`src/rtl/fp_ds_32.sv`:
```
// IEEE-754 binary32 divider: restoring radix-2 mantissa division, one quotient
// bit per cycle, round-to-nearest-even, flush-to-zero for denormals.
module fp_ds_32 (
    input  logic [31:0] Divisor,
    input  logic [31:0] Dividend,
    output logic [31:0] Quotient,
    input  logic        clk,
    input  logic        ready,
    input  logic        rst
);
    typedef enum logic [1:0] {IDLE, CALC, ROUND, DONE} state_t;

    state_t             state_q, state_d;
    logic [4:0]         cnt_q, cnt_d;
    logic [24:0]        rem_q, rem_d;
    logic [25:0]        quo_q, quo_d;
    logic [23:0]        dvsr_q, dvsr_d;
    logic signed [9:0]  exp_q, exp_d;
    logic               sign_q, sign_d;
    logic               special_q, special_d;
    logic [31:0]        spec_res_q, spec_res_d;
    logic [31:0]        quot_q, quot_d;

    // Operand decode, used only on the load edge
    logic [7:0]  ea, eb;
    logic [22:0] fa, fb;
    logic        sign_in, a_nan, b_nan, a_inf, b_inf, a_zero, b_zero;
    logic        spec_in;
    logic [31:0] spec_val;

    assign ea      = Dividend[30:23];
    assign eb      = Divisor[30:23];
    assign fa      = Dividend[22:0];
    assign fb      = Divisor[22:0];
    assign sign_in = Dividend[31] ^ Divisor[31];
    assign a_nan   = (ea == 8'hFF) && (fa != 23'd0);
    assign b_nan   = (eb == 8'hFF) && (fb != 23'd0);
    assign a_inf   = (ea == 8'hFF) && (fa == 23'd0);
    assign b_inf   = (eb == 8'hFF) && (fb == 23'd0);
    assign a_zero  = (ea == 8'h00);
    assign b_zero  = (eb == 8'h00);

    always_comb begin
        spec_in  = 1'b1;
        spec_val = 32'h7FC00000;
        if (a_nan || b_nan || (a_zero && b_zero) || (a_inf && b_inf)) begin
            spec_val = 32'h7FC00000;
        end else if (a_inf || b_zero) begin
            spec_val = {sign_in, 8'hFF, 23'd0};
        end else if (a_zero || b_inf) begin
            spec_val = {sign_in, 31'd0};
        end else begin
            spec_in = 1'b0;
        end
    end

    // One restoring step
    logic        q_bit;
    logic [24:0] rem_sub;
    assign q_bit   = (rem_q >= {1'b0, dvsr_q});
    assign rem_sub = q_bit ? (rem_q - {1'b0, dvsr_q}) : rem_q;

    // Normalize and round the 26-bit quotient (24 bits + guard + round)
    logic [23:0]       mant_n;
    logic              g_bit, r_bit, st_bit, rnd_up;
    logic [24:0]       mant_r;
    logic [22:0]       frac_r;
    logic signed [9:0] exp_n, exp_r;
    logic [31:0]       norm_res;

    always_comb begin
        if (quo_q[25]) begin
            mant_n = quo_q[25:2];
            g_bit  = quo_q[1];
            r_bit  = quo_q[0];
            exp_n  = exp_q;
        end else begin
            mant_n = quo_q[24:1];
            g_bit  = quo_q[0];
            r_bit  = 1'b0;
            exp_n  = exp_q - 10'sd1;
        end
        st_bit = (rem_q != 25'd0);
        rnd_up = g_bit & (r_bit | st_bit | mant_n[0]);
        mant_r = {1'b0, mant_n} + {24'd0, rnd_up};
        exp_r  = mant_r[24] ? (exp_n + 10'sd1) : exp_n;
        frac_r = mant_r[24] ? mant_r[23:1] : mant_r[22:0];
        if (exp_r >= 10'sd255) begin
            norm_res = {sign_q, 8'hFF, 23'd0};
        end else if (exp_r <= 10'sd0) begin
            norm_res = {sign_q, 31'd0};
        end else begin
            norm_res = {sign_q, exp_r[7:0], frac_r};
        end
    end

    always_comb begin
        state_d    = state_q;
        cnt_d      = cnt_q;
        rem_d      = rem_q;
        quo_d      = quo_q;
        dvsr_d     = dvsr_q;
        exp_d      = exp_q;
        sign_d     = sign_q;
        special_d  = special_q;
        spec_res_d = spec_res_q;
        quot_d     = quot_q;
        case (state_q)
            IDLE: begin
                if (ready) begin
                    rem_d      = {2'b01, fa};
                    dvsr_d     = {1'b1, fb};
                    quo_d      = 26'd0;
                    cnt_d      = 5'd0;
                    exp_d      = $signed({2'b00, ea}) - $signed({2'b00, eb}) + 10'sd127;
                    sign_d     = sign_in;
                    special_d  = spec_in;
                    spec_res_d = spec_val;
                    // Special operands skip the iteration and resolve on the next edge
                    state_d    = spec_in ? ROUND : CALC;
                end
            end
            CALC: begin
                if (!ready) begin
                    state_d = IDLE;
                end else begin
                    quo_d = {quo_q[24:0], q_bit};
                    rem_d = rem_sub << 1;
                    cnt_d = cnt_q + 5'd1;
                    if (cnt_q == 5'd25) begin
                        state_d = ROUND;
                    end
                end
            end
            ROUND: begin
                if (!ready) begin
                    state_d = IDLE;
                end else begin
                    quot_d  = special_q ? spec_res_q : norm_res;
                    state_d = DONE;
                end
            end
            DONE: begin
                if (!ready) begin
                    state_d = IDLE;
                end
            end
            default: state_d = IDLE;
        endcase
    end

    always_ff @(posedge clk or posedge rst) begin
        if (rst) begin
            state_q    <= IDLE;
            cnt_q      <= 5'd0;
            rem_q      <= 25'd0;
            quo_q      <= 26'd0;
            dvsr_q     <= 24'd0;
            exp_q      <= 10'sd0;
            sign_q     <= 1'b0;
            special_q  <= 1'b0;
            spec_res_q <= 32'd0;
            quot_q     <= 32'd0;
        end else begin
            state_q    <= state_d;
            cnt_q      <= cnt_d;
            rem_q      <= rem_d;
            quo_q      <= quo_d;
            dvsr_q     <= dvsr_d;
            exp_q      <= exp_d;
            sign_q     <= sign_d;
            special_q  <= special_d;
            spec_res_q <= spec_res_d;
            quot_q     <= quot_d;
        end
    end

    assign Quotient = quot_q;

endmodule

```
`config.mk`:
```
export PLATFORM = sky130hd
export DESIGN_NAME = fp_ds_32
export DESIGN_NICKNAME = d
export VERILOG_FILES = /design/src/rtl/fp_ds_32.sv
export SDC_FILE = /design/constraint.sdc
export NUM_CORES = 1
export LEC_CHECK = 0
export BUFFER_PORTS_ARGS = -buffer_cell sky130_fd_sc_hd__buf_2
export CORE_UTILIZATION = 30
export DETAILED_ROUTE_END_ITERATION = 8
export GPL_ROUTABILITY_DRIVEN = 0
export GPL_TIMING_DRIVEN = 0
export SLEW_MARGIN = 20
export SYNTH_ARGS = -nofsm -noshare
export SYNTH_HDL_FRONTEND = slang
export SYNTH_SLANG_ARGS = --single-unit
```
`constraint.sdc`:
```
create_clock -name clk -period 5.2 [get_ports clk]
set_clock_uncertainty 0.2 [all_clocks]
set_input_delay 0.26 -clock clk [delete_from_list [all_inputs] [get_ports clk]]
set_output_delay 0.26 -clock clk [all_outputs]
set_load 0.02 [all_outputs]
```
==> results of run 1 <==
-- worst max-delay path: stages, from the launching register on --
cell       delay, ns
dfrtp_1         0.34
buf_6           0.31
clkbuf_2        0.36
mux2_2          0.21
ha_1            0.21
nand3_2         0.15
nor4b_4         0.48
or4b_4          0.59
a2111oi_4       0.35
xnor2_2         0.19
a2111oi_4       0.42
nor4b_4         0.13
buf_6           0.17
a32o_1          0.24
-- path summary, 6_finish.rpt --
kind,end,depth (start not counted)
max,Quotient[15],13
min,rem_q[6],3
max reg2reg,Quotient[15],13
min reg2reg,dvsr_q[23],2
max in group asynchronous,dvsr_q[6],4
min in group asynchronous,Quotient[31],3
-- layer usage --
layer	GRT usage (%)	vias up	share of wire, %
met3	4.049	39	6.4
met5	0	-	0
met2	29.43	281	46
li1	-	4318	-
met1	24.33	4161	46
met4	5.473	0	1.6
-- flip-flops by register name (all words and copies together), names as in the netlist --
name	count
rem_q	25
quo_q	26
spec_res_q	3
sign_q	1
cnt_q	5
state_q	2
exp_q	10
Quotient	32
special_q	1
dvsr_q	24
-- kinds of logic after synthesis --
kind of cell,synth area share [%]
flip-flops,34.55
buffers and inverters,5.664
AND/OR/NAND/NOR,22.95
multiplexers,3.656
adder cells (fa/ha/maj),5.517
AO/OA/AOI/OAI,20.09
XOR/XNOR,7.579
-- placed cells by master (no fill, tap or decap), types with 6 or more instances in the layout --
master and n:
nand2_1 158, dfrtp_1 129, buf_2 108, nand3_1 62, o21ai_0 56, inv_1 51
clkbuf_1 50, nor2_1 46, a21oi_1 43, xnor2_1 43, dlygate4sd3_1 43, ha_1 38
xor2_1 36, nand4_1 30, nor4_1 27, nor3_1 24, mux2i_1 24, a32o_1 18
clkbuf_16 17, a22o_1 15, a211oi_1 14, a21o_1 13, o31ai_1 12, a31oi_1 11
o21a_1 11, o211ai_1 11, nor3b_1 10, buf_1 9, or3_1 9, a311o_1 9
or2_2 8, nand2b_1 8, a22oi_1 8, mux2_2 8, nor2b_1 7, o2111ai_1 6
or4_1 6
-- layout make-up --
| class | count | area, um2 |
|---|---|---|
| clock inverter | 14 | 176.4 |
| tap | 396 | 495.5 |
| fill | 3161 | 19170 |
| timing repair buffer | 142 | 948.4 |
| inverter | 52 | 202.7 |
| sequential | 129 | 3228 |
| multi-input combinational | 838 | 5603 |
| buffer | 75 | 322.8 |
| clock buffer | 18 | 439.2 |
-- stage by stage --
step	hold slack [ns]	util [%]
5_1_grt	0.03631	37.32
4_1_cts	0.01292	37.34
3_5_place_dp	0.03553	33.91
6_report	0.04034	37.32
2_1_floorplan	0.1654	-
3_3_place_gp	0.2352	33.77
-- synthesized netlist by cell type (all sizes together), types with 6 or more instances --
master and count:
buf 26, nand2b 8, nor4 28, a22oi 8, xnor2 44, nor3b 10
a31oi 11, or4 6, a211oi 14, ha 38, mux2i 24, inv 52
nor2 46, nor2b 7, a21oi 43, a311o 9, nor3 24, o31ai 12
nand4 30, o2111ai 6, o21ai 57, a22o 15, xor2 36, dfrtp 129
o211ai 11, clkbuf 52, mux2 9, o21a 11, or3 9, a32o 18
nand2 158, nand3 63, a21o 13, or2 8
-- timing repair --
item                       in CTS  in global routing
gates resized for setup         2                  0
hold endpoints to repair      129                  0
hold buffers                   43                  0
setup endpoints to repair      31                 16
-- where the power goes --
part,internal (mW),switching [mW]
Clock,0.773,0.494
Sequential,1.16,0.176
Combinational,0.823,1.24
Total,2.75,1.91
==> results.sh, run 1 <==
export IMPL_status="completed"
export IMPL_drive_gt1_share_pct=13.88
export IMPL_design_area_um2=11420
export IMPL_rsz0062_at_grt="no"
export IMPL_cts_path_max_buffers=2
export IMPL_yosys_warnings=0
export IMPL_critPathLaunch="quo_q[25]"
export IMPL_dr_pass1_iters=5
export IMPL_viasPerCell=5.288
export IMPL_slew_headroom_pct=22.06
export IMPL_cts_tree="built"
export IMPL_drv_slew=0
export IMPL_synth_top_area_share_pct=34.55
export IMPL_cts_htree_levels=4
export IMPL_dp_cells=1592
export IMPL_synth_cells=1097
export IMPL_r2r_start="quo_q[25]"
export IMPL_async_flop_share_pct=100.0
export IMPL_worst_pin_slew_ns=1.140
export IMPL_start_util_pct=30.55
export IMPL_nets=1362
export IMPL_synth_cell_types=75
export IMPL_synth_avg_cell_area_um2=8.518
export IMPL_synth_flop_cell="dfrtp_1"
export IMPL_port_buffers=98
export IMPL_maxCapViolations=0
export IMPL_final_antenna_net_count=0
export IMPL_rrSetupSlack_ns=0.70
export IMPL_cts_root_buf="clkbuf_16"
export IMPL_holdCritStartpoint="Dividend[6]"
export IMPL_cp_end_kind="flop"
export IMPL_final_cells=1664
export IMPL_finalHoldViolCount=0
export IMPL_worstSetupStartpointType="flop"
export IMPL_placed_area_um2=10370
export IMPL_grt_pass1_wl_um=45620
export IMPL_hold_path_class="primary input to flop"
export IMPL_leakage_nw=4.962
export IMPL_insertion_delay_ns=0.44
export IMPL_finalPower_mw=4.667
export IMPL_fin_crit_ns=4.500
export IMPL_drcViolationCount=0
export IMPL_worstSetupPathType="flop to flop"
export IMPL_dieArea_um2=31860
export IMPL_fmax_mhz=222.2
export IMPL_yosys_area_top_type="dfrtp_1"
export IMPL_required_ns=5.32
export IMPL_netlist_top_cells_area="dfrtp_1 35%, nand2_1 6.3%, ha_1 5.1%"
export IMPL_syn_area_um2=9344
export IMPL_critPathArrivalTime_ns=4.62
export IMPL_ys_ff_latch=129
export IMPL_first_iter_violations=546
export IMPL_clock_sinks=129
export IMPL_synthesis_nets=1204
export IMPL_grt_max_degree=100
export IMPL_wl_um=27730
export IMPL_die_w_um=178.5
export IMPL_io_pins=99
export IMPL_finalCritPeriodShare_pct=86.54
export IMPL_ys_seq_area_share_pct=34.55
export IMPL_cts_made_buffers=17
export IMPL_ir_worst_vdd_uv=278.4
export IMPL_grt_usage_pct=18.29
export IMPL_antenna_found_initial=0
export IMPL_num_rows=64
export IMPL_grt_pass1_vias=8574
export IMPL_place_hpwl_um=20350
export IMPL_finalWorstSetupSlack_ns=0.6997
export IMPL_critPathMaxFanout=37
export IMPL_grt_overflow=0
export IMPL_syn2layout_area_growth_pct=22.17
export IMPL_die_h_um=178.5
export IMPL_num_vias=8799
export IMPL_p_per_area_nw_per_um2=408.8
export IMPL_tns_ns=0
export IMPL_synth_edf_count=0
export IMPL_wl_per_cell_um=16.67
export IMPL_diodes=0
export IMPL_setup_violations=0
export IMPL_core_area_um2=30590
export IMPL_cts_reportedPaths_clkPinSlew_ns=0.06
export IMPL_dp_slack_ns=-0.9602
export IMPL_post_cts_buffers=0
Note: power is estimated with default switching activity, not from simulation.
==> inputs of run 2 (changes only) <==
- CTS_BUF_LIST: not set -> sky130_fd_sc_hd__clkbuf_16
==> run 2 against run 1 <==
Net effect:
- power decreased by 0.33%
- count of clock-buffer cells in the layout down 1
- global-route usage barely moved
- fmax decreased by 0.32%
- via count increased by 0.24%
- flip-flop and latch count unchanged
- register-to-register slack barely moved
- sequential power about the same
- critical path type unchanged
==> results.sh, run 2 (synthesis results as in run 1) <==
export IMPL_grt_pass1_wl_um=45630
export IMPL_finalCritPeriodShare_pct=86.82
export IMPL_cts_htree_levels=4
export IMPL_grt_use_met3_pct=4.049
export IMPL_maxCapViolations=0
export IMPL_cts_made_buffers=17
export IMPL_wl_um=27610
export IMPL_worst_pin_slew_ns=1.121
export IMPL_syn2layout_area_growth_pct=22.07
export IMPL_drv_slew=0
export IMPL_die_h_um=178.5
export IMPL_required_ns=5.32
export IMPL_cts_reportedPaths_clkPinSlew_ns=0.06
export IMPL_hold_path_class="primary input to flop"
export IMPL_final_antenna_net_count=0
export IMPL_io_pins=99
export IMPL_largest_reg_flops=32
export IMPL_cp_slowest_cell="or4b_4"
export IMPL_p_per_area_nw_per_um2=407.8
export IMPL_insertion_delay_ns=0.44
export IMPL_nets=1362
export IMPL_most_common_layout_cells="158 x nand2_1, 129 x dfrtp_1, 108 x buf_2"
export IMPL_worstSetupStartpointType="flop"
export IMPL_core_area_um2=30590
export IMPL_drive_gt1_share_pct=13.80
export IMPL_fin_crit_ns=4.515
export IMPL_finalPower_mw=4.652
export IMPL_grt_max_degree=100
export IMPL_rsz0062_at_grt="no"
export IMPL_dp_slack_ns=-0.9602
export IMPL_port_buffers=98
export IMPL_fmax_mhz=221.5
export IMPL_slew_headroom_pct=23.33
export IMPL_first_iter_violations=522
export IMPL_grt_pass1_vias=8571
export IMPL_final_common_cell="nand2_1"
export IMPL_path_cells="buf_6, clkbuf_2, mux2_2, ha_1, nand3_2, nor4b_4, or4b_4, a2111oi_4, xnor2_2, a2111oi_4, nor4b_4, buf_6, a32o_1"
export IMPL_grt_usage_pct=18.29
export IMPL_leakage_nw=4.956
export IMPL_critPathArrivalTime_ns=4.64
export IMPL_start_util_pct=30.55
export IMPL_antenna_found_initial=0
export IMPL_finalWorstSetupSlack_ns=0.6851
export IMPL_tns_ns=0
export IMPL_status="completed"
export IMPL_wl_per_cell_um=16.59
export IMPL_dieArea_um2=31860
export IMPL_cts_tree="built"
export IMPL_cp_end_kind="flop"
export IMPL_ir_worst_vdd_uv=277.6
export IMPL_cts_path_max_buffers=2
export IMPL_diodes=0
export IMPL_worstSetupPathType="flop to flop"
export IMPL_busiest_layer="met2"
export IMPL_grt_overflow=0
export IMPL_num_rows=64
export IMPL_place_hpwl_um=20350
export IMPL_use_met2_pct=29.33
export IMPL_final_core_util_pct=37.29
export IMPL_viasPerCell=5.300
export IMPL_cts_root_buf="clkbuf_16"
export IMPL_setup_violations=0
export IMPL_cpPeakStageDelay_ns=0.59
export IMPL_critPathMaxFanout=37
export IMPL_finalHoldWorstSlack_ns=0.04265
export IMPL_clock_sinks=129
export IMPL_groute_layer_met1_usage_pct=24.40
export IMPL_die_w_um=178.5
export IMPL_drcViolationCount=0
export IMPL_num_vias=8820
export IMPL_finalHoldViolCount=0
export IMPL_dr_pass1_iters=5
-- run 2: cell count changes in the layout (fill, tap and decap cells not counted) --
cell and change:
clkbuf_8 -1, clkinv_1 +1
-- run 2: report_power, final --
part,switching [mW],total (mW),leakage (nW),internal (mW)
Combinational,1.24,2.07,2.98,0.823
Clock,0.494,1.25,0.297,0.758
Sequential,0.175,1.33,1.68,1.16
-- run 2: what timing repair did --
action                                  in CTS  in global routing
endpoints found under the setup margin      31                 16
hold endpoints to repair                   129                  0
hold buffers                                43                  0
resized for setup                            2                  0
setup buffers                                0                  0
-- run 2: worst max-delay path, delay by kind of cell (launching register included) --
family          cells  cell delay (ns)
xor+xnor            1             0.19
flops               1             0.34
compound gates      3             1.01
mux                 1             0.22
simple gates        4             1.35
buf+inv             3             0.84
fa+ha+maj           1             0.21
-- run 2: per-stage QoR --
step           area (um2)  instances
2_1_floorplan        9344       1097
3_3_place_gp        10330       1591
3_5_place_dp        10370       1592
4_1_cts             11410       1665
5_1_grt             11410       1664
6_report            11410       1664
-- run 2: final timing paths --
kind                                     end  slack (ns)  cells after the start   startpoint
worst max-delay path            Quotient[15]        0.69                     13    quo_q[25]
worst min-delay path                rem_q[6]        0.04                      3  Dividend[6]
worst max register to register  Quotient[15]        0.69                     13    quo_q[25]
worst min register to register    dvsr_q[23]        0.26                      2   dvsr_q[23]
max in group asynchronous          rem_q[10]        3.91                      4          rst
min in group asynchronous       Quotient[31]        0.12                      3          rst
-- run 2: per-layer routing --
metal	vias up	part of all wire, %
met5	-	0
met4	0	1.7
met3	45	6.2
met2	285	46
met1	4171	46
li1	4319	-
-- run 2: layout make-up --
type	instances	area (um2)
Buffer	75	322.8
Clock buffer	17	425.4
Clock inverter	15	180.2
Fill cell	3162	19180
Inverter	52	202.7
Multi-Input combinational cell	838	5603
Sequential cell	129	3228
Tap cell	396	495.5
Timing Repair Buffer	142	948.4
